--- config.mk ---
export PLATFORM = sky130hd
export DESIGN_NAME = matrix_scan_controller
export DESIGN_NICKNAME = d
export VERILOG_FILES = /design/src/rtl/matrix_scan_controller.sv
export SDC_FILE = /design/constraint.sdc
export NUM_CORES = 1
export LEC_CHECK = 0
export BUFFER_PORTS_ARGS = -buffer_cell sky130_fd_sc_hd__buf_4
export CORE_ASPECT_RATIO = 0.5
export CORE_MARGIN = 4
export CORE_UTILIZATION = 56
export DETAILED_ROUTE_END_ITERATION = 16
export PLACE_DENSITY_LB_ADDON = 0.3
export SLEW_MARGIN = 25
export SYNTH_ARGS = -nofsm -noshare
export SYNTH_HDL_FRONTEND = slang
export SYNTH_SLANG_ARGS = --single-unit
--- constraint.sdc ---
create_clock -name clk -period 3.2 [get_ports clk]
set_input_delay 0.64 -clock clk [delete_from_list [all_inputs] [get_ports clk]]
set_output_delay 0.64 -clock clk [all_outputs]
set_load 0.03 [all_outputs]
--- src/rtl/matrix_scan_controller.sv ---
// matrix_scan_controller
// Column sequencer for a 7-column x 5-row LED matrix. Generates active-low
// one-hot column strobes with a fixed dwell per column, and single-cycle
// shift/load strobes for the row pattern registers, all as clock enables
// on one clock domain.
//
// Build option: define GHOST_BLANK_EN to blank every column (7'h7F) for the
// first cycle of its dwell, giving an anti-ghosting dead time between columns.
//
// Mode (ch1,ch0), resynchronised and applied only at frame boundaries:
//   00 static (offset forced to 0), 01 scroll left, 10 scroll right,
//   11 freeze (offset held, no strobes).
//
// After reset release, the first clock edge opens a one-cycle LOAD window
// (load=1, columns dark). The next edge starts column 0 of the first frame.
module matrix_scan_controller #(
  parameter int DWELL           = 5000,
  parameter int FRAMES_PER_STEP = 25,
  parameter int MSG_LEN         = 16
) (
  input  logic                       clk,
  input  logic                       rst_n,
  input  logic                       ch1,
  input  logic                       ch0,
  output logic [6:0]                 acender_coluna,
  output logic [2:0]                 col_idx,
  output logic                       shift_en,
  output logic                       shift_dir,
  output logic                       load,
  output logic [$clog2(MSG_LEN)-1:0] offset,
  output logic                       frame_start,
  output logic [1:0]                 mode_q
);

  localparam int DW = $clog2(DWELL);
  localparam int FW = (FRAMES_PER_STEP > 1) ? $clog2(FRAMES_PER_STEP) : 1;
  localparam int OW = $clog2(MSG_LEN);

  localparam logic [DW-1:0] DWELL_LAST  = DW'(DWELL - 1);
  localparam logic [FW-1:0] FRAME_LAST  = FW'(FRAMES_PER_STEP - 1);
  localparam logic [OW-1:0] OFFSET_LAST = OW'(MSG_LEN - 1);
  localparam logic [2:0]    COL_LAST    = 3'd6;

  localparam logic [1:0] MODE_STATIC = 2'b00;
  localparam logic [1:0] MODE_LEFT   = 2'b01;
  localparam logic [1:0] MODE_RIGHT  = 2'b10;

  typedef enum logic {
    LOAD = 1'b0,
    SCAN = 1'b1
  } state_t;

  state_t        state;
  state_t        state_next;
  logic [1:0]    sync_meta;
  logic [1:0]    mode_s;
  logic [DW-1:0] dwell_cnt;
  logic [FW-1:0] frame_cnt;
  logic          col_end;
  logic          frame_end;

  assign col_end   = (dwell_cnt == DWELL_LAST);
  assign frame_end = (state == SCAN) && col_end && (col_idx == COL_LAST);

  // Two-flop synchroniser for the asynchronous mode switches.
  // NOTE: sequential state uses non-blocking assignments so every flop
  // samples the pre-edge value of every other flop, independent of order.
  always_ff @(posedge clk or negedge rst_n) begin
    if (!rst_n) begin
      sync_meta <= 2'b00;
      mode_s    <= 2'b00;
    end else begin
      sync_meta <= {ch1, ch0};
      mode_s    <= sync_meta;
    end
  end

  // State register.
  always_ff @(posedge clk or negedge rst_n) begin
    if (!rst_n) state <= LOAD;
    else        state <= state_next;
  end

  // Next state and column drive.
  // NOTE: every output of a combinational block gets a default first, so no
  // path through the block leaves a value unassigned and infers a latch.
  always_comb begin
    state_next     = state;
    acender_coluna = 7'h7F;
    if (state == LOAD) begin
      // Leave LOAD on the edge after the load strobe has been shown.
      if (load) state_next = SCAN;
    end else begin
      acender_coluna = ~(7'b1000000 >> col_idx);
`ifdef GHOST_BLANK_EN
      if (dwell_cnt == '0) acender_coluna = 7'h7F;
`endif
    end
  end

  // Dwell/column timing, frame-boundary mode handling and strobes.
  always_ff @(posedge clk or negedge rst_n) begin
    if (!rst_n) begin
      dwell_cnt   <= '0;
      col_idx     <= 3'd0;
      frame_cnt   <= '0;
      offset      <= '0;
      mode_q      <= MODE_STATIC;
      shift_en    <= 1'b0;
      shift_dir   <= 1'b0;
      load        <= 1'b0;
      frame_start <= 1'b0;
    end else begin
      // Strobes are single-cycle unless re-armed below.
      shift_en    <= 1'b0;
      load        <= 1'b0;
      frame_start <= 1'b0;

      if (state == LOAD) begin
        // First edge raises load; second edge drops it and opens column 0.
        load      <= ~load;
        dwell_cnt <= '0;
        col_idx   <= 3'd0;
        if (load) frame_start <= 1'b1;
      end else if (!col_end) begin
        dwell_cnt <= dwell_cnt + 1'b1;
      end else begin
        dwell_cnt <= '0;
        if (!frame_end) begin
          col_idx <= col_idx + 3'd1;
        end else begin
          col_idx     <= 3'd0;
          frame_start <= 1'b1;
          mode_q      <= mode_s;
          if (mode_s != mode_q) begin
            // A new mode restarts the step timer; entering static also
            // rewinds the pattern.
            frame_cnt <= '0;
            if (mode_s == MODE_STATIC) begin
              load   <= 1'b1;
              offset <= '0;
            end
          end else if (mode_q == MODE_LEFT || mode_q == MODE_RIGHT) begin
            if (frame_cnt == FRAME_LAST) begin
              frame_cnt <= '0;
              shift_en  <= 1'b1;
              shift_dir <= mode_q[0];
              if (mode_q == MODE_LEFT)
                offset <= (offset == OFFSET_LAST) ? '0 : offset + 1'b1;
              else
                offset <= (offset == '0) ? OFFSET_LAST : offset - 1'b1;
            end else begin
              frame_cnt <= frame_cnt + 1'b1;
            end
          end else begin
            frame_cnt <= '0;
          end
        end
      end
    end
  end

endmodule
==> flow_summary_export.csv, run 1 <==
group,metric,value,unit
synthesis,ys_warn_count,0,
critical_path,slowest_delay,0.73,ns
critical_path,path_cells,"or4b_1 -> nor4_1 -> nand2_1 -> a22o_1",
sta,worst_clock_skew,0.00661,ns
synthesis,async_flop_share,1.00,
synthesis,synth.most_common_cell,"dfrtp_1",
synthesis,yosysSeqAreaShare,0.467,
synthesis,synth_flop_cell,"dfrtp_1",
pwr,power_density,355,mW/mm^2
clock_tree,path_clk_slew,0.07,ns
grt,grt_max_degree,37,
route,drtIter0Drc,89,
route,wl_met3,176,um
grt,grt.overflow.total,0,
cells_and_area,area_delta_synth_final,14.7,%
clock_tree,cts-root-buf,"clkbuf_8",
critical_path,endpoint_kind,"flop",
sta,final.setup.tns,0,ns
synthesis,synthTopCellsByArea,"dfrtp_1 47%, ha_1 7.1%, xnor2_1 5.0%",
clock_tree,clock_path_buffers,2,
route,ant_nets,0,
clock_tree,cts.repair.resized,0,
synthesis,ys_ff_latch,36,
synthesis,synth_area,0.00193,sq mm
route,wl_met2,1.89,mm
cells_and_area,fillCellCount,236,
route,routed_wl,3.98,mm
clock_tree,cts_buffers,5,
route,met1Wirelength,1.85,mm
cells_and_area,fin_nets,238,
cells_and_area,n_antenna_cell,0,
synthesis,syn-num-nets,212,
critical_path,crit_buf_inv,0,
critical_path,worstPathArrival,2.49,ns
sta,timing.final.crit_period,2.31,ns
clock_tree,cts_tree,"yes",
sta,finalHoldViolCount,0,
grt,grt_pass1_wl,6.83,mm
critical_path,critPathTopFamily,"simple AND/OR/NAND/NOR gates",
synthesis,synth_edf_count,0,
placed_design,dpl_cell_area,0.00213,sq mm
floorplanning,die_y,49.5,um
floorplanning,core-area,0.00315,sq mm
outcome,status,"completed",
floorplanning,ios,24,
floorplanning,die-area,0.00451,sq mm
critical_path,worst-setup-path-type,"flop to flop",
route,drtPass1Iterations,4,
sta,slew_headroom,0.367,
route,drc,0,
sta,period_share,0.721,
synthesis,synth_cell_types,39,
pwr,max-vdd-ir-drop,0.282,mV
grt,grt_use_total,0.195,
clock_tree,cts_max_level,2,
cells_and_area,drive_above_1_share,0.166,
clock_tree,clk_latency,0.29,ns
critical_path,startpoint_type,"flop",
floorplanning,initial_core_util,0.612,
worst_hold_path,hold_path_class,"input port to async pin",
grt,grt_pass1_vias,1443,
critical_path,cpMaxStageDelayCell,"nor4_1",
placed_design,port_buffers,23,
floorplanning,die_w,91.0,um
synthesis,avgSynthCellArea,9.79,sq um
clock_tree,hold_buffers,0,
placed_design,dp_slack,0.969,ns
pwr,p_leak,0.00101,uW
sta,finalSetupViolCount,0,
clock_tree,cts_sinks,36,
route,vias,1507,
placed_design,place.gp.congestion,0.813,
sta,rsz0062_at_grt,"no",
sta,setup_ws,0.893,ns
sta,drv_slew,0,
cells_and_area,fin_area,0.00221,sq mm
sta,clock.fmax,433,MHz
sta,tightest_slew,0.941,ns
grt,antenna_found_initial,0,
job,cap_violations,0,
synthesis,ys_top_cells_by_count,"36 x dfrtp_1, 17 x inv_1, 17 x nand2_1, 17 x nor2_1, 12 x nand3_1",
route,maxUsedRoutingLayer,"met4",
placed_design,hpwl,2.86,mm
route,wire_per_inst,15.1,um
route,vias_per_cell,5.73,
synthesis,synth_largest_area_cell,"dfrtp_1",
floorplanning,row_count,14,
critical_path,required,3.38,ns
clock_tree,cts_setup_buffers,0,
synthesis,syn_inst,197,
critical_path,critPathMaxFanout,6,
synthesis,yosysTopAreaCellShare,0.467,
## layout by cell type, fill, tap and decap left out, types with 2 or more instances in the layout
| cell | count |
|---|---|
| a21boi_0 | 3 |
| a21oi_1 | 6 |
| and3_1 | 2 |
| buf_4 | 23 |
| clkbuf_8 | 5 |
| dfrtp_1 | 36 |
| ha_1 | 11 |
| inv_1 | 17 |
| mux2_2 | 2 |
| mux2i_1 | 3 |
| nand2_1 | 17 |
| nand2b_1 | 3 |
| nand3_1 | 12 |
| nand4_1 | 5 |
| nand4bb_1 | 3 |
| nor2_1 | 17 |
| nor3_1 | 4 |
| nor4_1 | 4 |
| o21ai_0 | 11 |
| or2_2 | 3 |
| or4_1 | 2 |
| xnor2_1 | 11 |
| xor2_1 | 5 |
## per-layer routing
layer  global-route usage  vias up
li1                     -      731
met1                0.250      735
met2                0.308       35
met3               0.0547        6
met4               0.0900        0
met5                    0        -
## metrics by stage
| step | power, uW | hold slack [ns] | cells | util |
|---|---|---|---|---|
| global route | 821 | 0.321 | 263 | 0.702 |
| CTS | 792 | 0.313 | 263 | 0.702 |
| detailed placement | 485 | 0.354 | 256 | 0.677 |
| floorplan | 472 | 0.331 | 197 | - |
| global placement | 484 | 0.335 | 256 | 0.677 |
| finish | 785 | 0.299 | 263 | 0.702 |
## cell type report
cell class,instances,area (sq um),share of cell area
well taps,40,50.0,0.0226
clock inverters,1,5.00,0.00226
multi-input cells,140,947,0.428
inverters,17,63.8,0.0288
clock buffers,6,72.6,0.0328
repair buffers,23,173,0.0781
flip-flops and latches,36,901,0.407
## worst reg2reg max path, stage by stage, from the launching register on
cell and delay (ns):
dfrtp_1 0.43, or4b_1 0.55, nor4_1 0.73, nand2_1 0.20, a22o_1 0.29
## state kept, by name (all words and copies together) (netlist names)
register	flops
mode_q	2
shift_dir	1
frame_cnt	5
state	1
mode_s	2
col_idx	3
frame_start	1
sync_meta	2
load	1
shift_en	1
dwell_cnt	13
offset	4
## final timing paths
kind / from / endpoint / slack (ns) / depth (start not counted)
min in group clk: sync_meta[0]$_DFF_PN0_ / mode_s[0]$_DFF_PN0_ / 0.36 / 0
worst min register to register: sync_meta[0]$_DFF_PN0_ / mode_s[0]$_DFF_PN0_ / 0.36 / 0
worst min-delay path: rst_n / dwell_cnt[0]$_DFF_PN0_ / 0.30 / 1
worst max register to register: dwell_cnt[5]$_DFF_PN0_ / frame_cnt[3]$_DFFE_PN0P_ / 0.89 / 4
max in group asynchronous: rst_n / mode_s[1]$_DFF_PN0_ / 2.58 / 1
worst max-delay path: dwell_cnt[5]$_DFF_PN0_ / frame_cnt[3]$_DFFE_PN0P_ / 0.89 / 4
## power breakdown
group / internal [uW] / switching (uW) / total, uW
Sequential: 457 / 2.05 / 459
Combinational: 4.24 / 11.8 / 16.0
Clock: 148 / 162 / 310
Total: 610 / 175 / 785
## logic make-up after synthesis
group / share of synthesized area
multiplexers: 0.0331
AND/OR/NAND/NOR: 0.214
buffers and inverters: 0.0422
adder cells (fa/ha/maj): 0.0713
XOR/XNOR: 0.0726
flip-flops: 0.467
AO/OA/AOI/OAI: 0.0999
(Power assumes the default switching activity.)
==> inputs of run 2 (changes only) <==
Clock period 3.2 ns to 2.37 ns, I/O delays scaled along.
==> flow_summary_export.csv, run 2 (same netlist as run 1, synthesis figures left out) <==
group,metric,value,unit
critical_path,regToRegSetupSlack,0.14,ns
cells_and_area,area_delta_synth_final,15.4,%
floorplanning,initial_core_util,0.612,
cells_and_area,reg_top3,"dwell_cnt: 13 flops, frame_cnt: 5 flops, offset: 4 flops",
route,wire_per_inst,15.4,um
grt,busiest_layer,"met2",
critical_path,slowest_delay,0.64,ns
clock_tree,cts.repair.resized,0,
route,routed_wl,4.07,mm
clock_tree,path_clk_slew,0.07,ns
clock_tree,cts-root-buf,"clkbuf_8",
critical_path,cp-startpoint,"col_idx[0]$_DFFE_PN0P_",
grt,grt_use_total,0.191,
floorplanning,ios,24,
sta,final.setup.tns,0,ns
cells_and_area,layout_common_cells,"36 x dfrtp_1, 26 x buf_4, 17 x inv_1, 17 x nand2_1, 17 x nor2_1",
clock_tree,cts_max_level,2,
critical_path,critPathMaxFanout,12,
critical_path,rr_startpoint,"col_idx[0]$_DFFE_PN0P_",
cells_and_area,instances_no_fill,264,
worst_hold_path,hold_path_class,"input port to async pin",
grt,met3_usage,0.0441,
placed_design,hpwl,2.95,mm
pwr,power_density,465,mW/mm^2
floorplanning,die_y,49.5,um
pwr,p_leak,0.00102,uW
critical_path,cpMaxStageDelayCell,"or4_1",
grt,grt_pass1_wl,6.89,mm
route,drc,0,
route,vias_per_cell,5.69,
grt,grt_pass1_vias,1511,
cells_and_area,largest_register_ffs,13,
sta,drv_slew,0,
grt,antenna_found_initial,0,
outcome,status,"completed",
placed_design,place.gp.congestion,0.847,
placed_design,placedCellCount,259,
critical_path,crit_buf_inv,1,
critical_path,critPathTopFamily,"simple AND/OR/NAND/NOR gates",
clock_tree,cts_sinks,36,
cells_and_area,fin_nets,241,
floorplanning,core-area,0.00315,sq mm
sta,worst_clock_skew,0.00623,ns
clock_tree,cts_setup_buffers,0,
floorplanning,die_w,91.0,um
sta,timing.final.crit_period,2.23,ns
route,drtPass1Iterations,4,
grt,grt_util_met1,0.245,
job,cap_violations,0,
cells_and_area,final_common_cell,"dfrtp_1",
clock_tree,hold_buffers,0,
grt,grt.overflow.total,0,
placed_design,port_buffers,23,
sta,worst_hold_slack,0.132,ns
critical_path,endpoint_kind,"flop",
critical_path,required,2.54,ns
sta,period_share,0.943,
clock_tree,cts_buffers,5,
critical_path,startpoint_type,"flop",
route,drtIter0Drc,70,
route,vias,1501,
sta,rsz0062_at_grt,"no",
pwr,max-vdd-ir-drop,0.368,mV
cells_and_area,fillCellCount,244,
critical_path,path_cells,"inv_1 -> ha_1 -> nand4bb_1 -> or4_1 -> nand2b_1 -> mux2_2",
critical_path,worstPathArrival,2.41,ns
grt,grt_max_degree,37,
clock_tree,clock_path_buffers,2,
sta,tightest_slew,0.649,ns
floorplanning,row_count,14,
sta,clock.fmax,447,MHz
floorplanning,die-area,0.00451,sq mm
sta,finalHoldViolCount,0,
critical_path,worst-setup-path-type,"flop to flop",
cells_and_area,drive_above_1_share,0.174,
clock_tree,cts_tree,"yes",
cells_and_area,n_antenna_cell,0,
cells_and_area,regMostFlops,"dwell_cnt",
clock_tree,clk_latency,0.28,ns
grt,met2_usage,0.326,
route,ant_nets,0,
sta,finalSetupViolCount,0,
sta,slew_headroom,0.563,
## run 2: cell types whose count changed in the layout (fill, tap and decap cells not counted)
cell | previous run | this run
clkbuf_1 | 1 | 0
clkinv_2 | 1 | 0
buf_4 | 23 | 26
## run 2: stage by stage
step / util / area, sq um / worst slack, ns / power, uW
floorplan: - / 1930 / 0.370 / 637
global placement: 0.684 / 2160 / 0.262 / 654
detailed placement: 0.684 / 2160 / 0.156 / 655
CTS: 0.706 / 2230 / 0.154 / 1040
global route: 0.706 / 2230 / 0.0253 / 1080
finish: 0.706 / 2230 / 0.135 / 1040
## run 2: power by group
group	switching, uW	internal, uW
Combinational	15.7	5.73
Sequential	2.76	618
Clock	204	189
Total	222	813
## run 2: cell type report
type / count / area, sq um / share of cell area
clock buffers: 5 / 68.8 / 0.0309
well taps: 40 / 50.0 / 0.0225
multi-input cells: 140 / 947 / 0.426
repair buffers: 26 / 195 / 0.0877
inverters: 17 / 63.8 / 0.0287
flip-flops and latches: 36 / 901 / 0.405
## run 2: final timing paths
path | to | cells after the start
min in group clk | sync_meta[1]$_DFF_PN0_ | 1
max in group asynchronous | offset[3]$_DFFE_PN0P_ | 1
max | shift_dir$_DFFE_PN0P_ | 6
max reg2reg | shift_dir$_DFFE_PN0P_ | 6
min | dwell_cnt[7]$_DFF_PN0_ | 1
min reg2reg | mode_s[1]$_DFF_PN0_ | 0
## run 2: worst reg2reg max path: cells and delay by family, from the launching register on
family	cells	cell delay, ns
flops	1	0.42
simple gates	3	1.06
buf+inv	1	0.12
mux	1	0.28
fa+ha+maj	1	0.24
## run 2: layer usage
metal,up-vias,share of wire
met4,0,0.011
met1,731,0.47
met5,-,0
met3,8,0.041
met2,28,0.48
li1,734,-
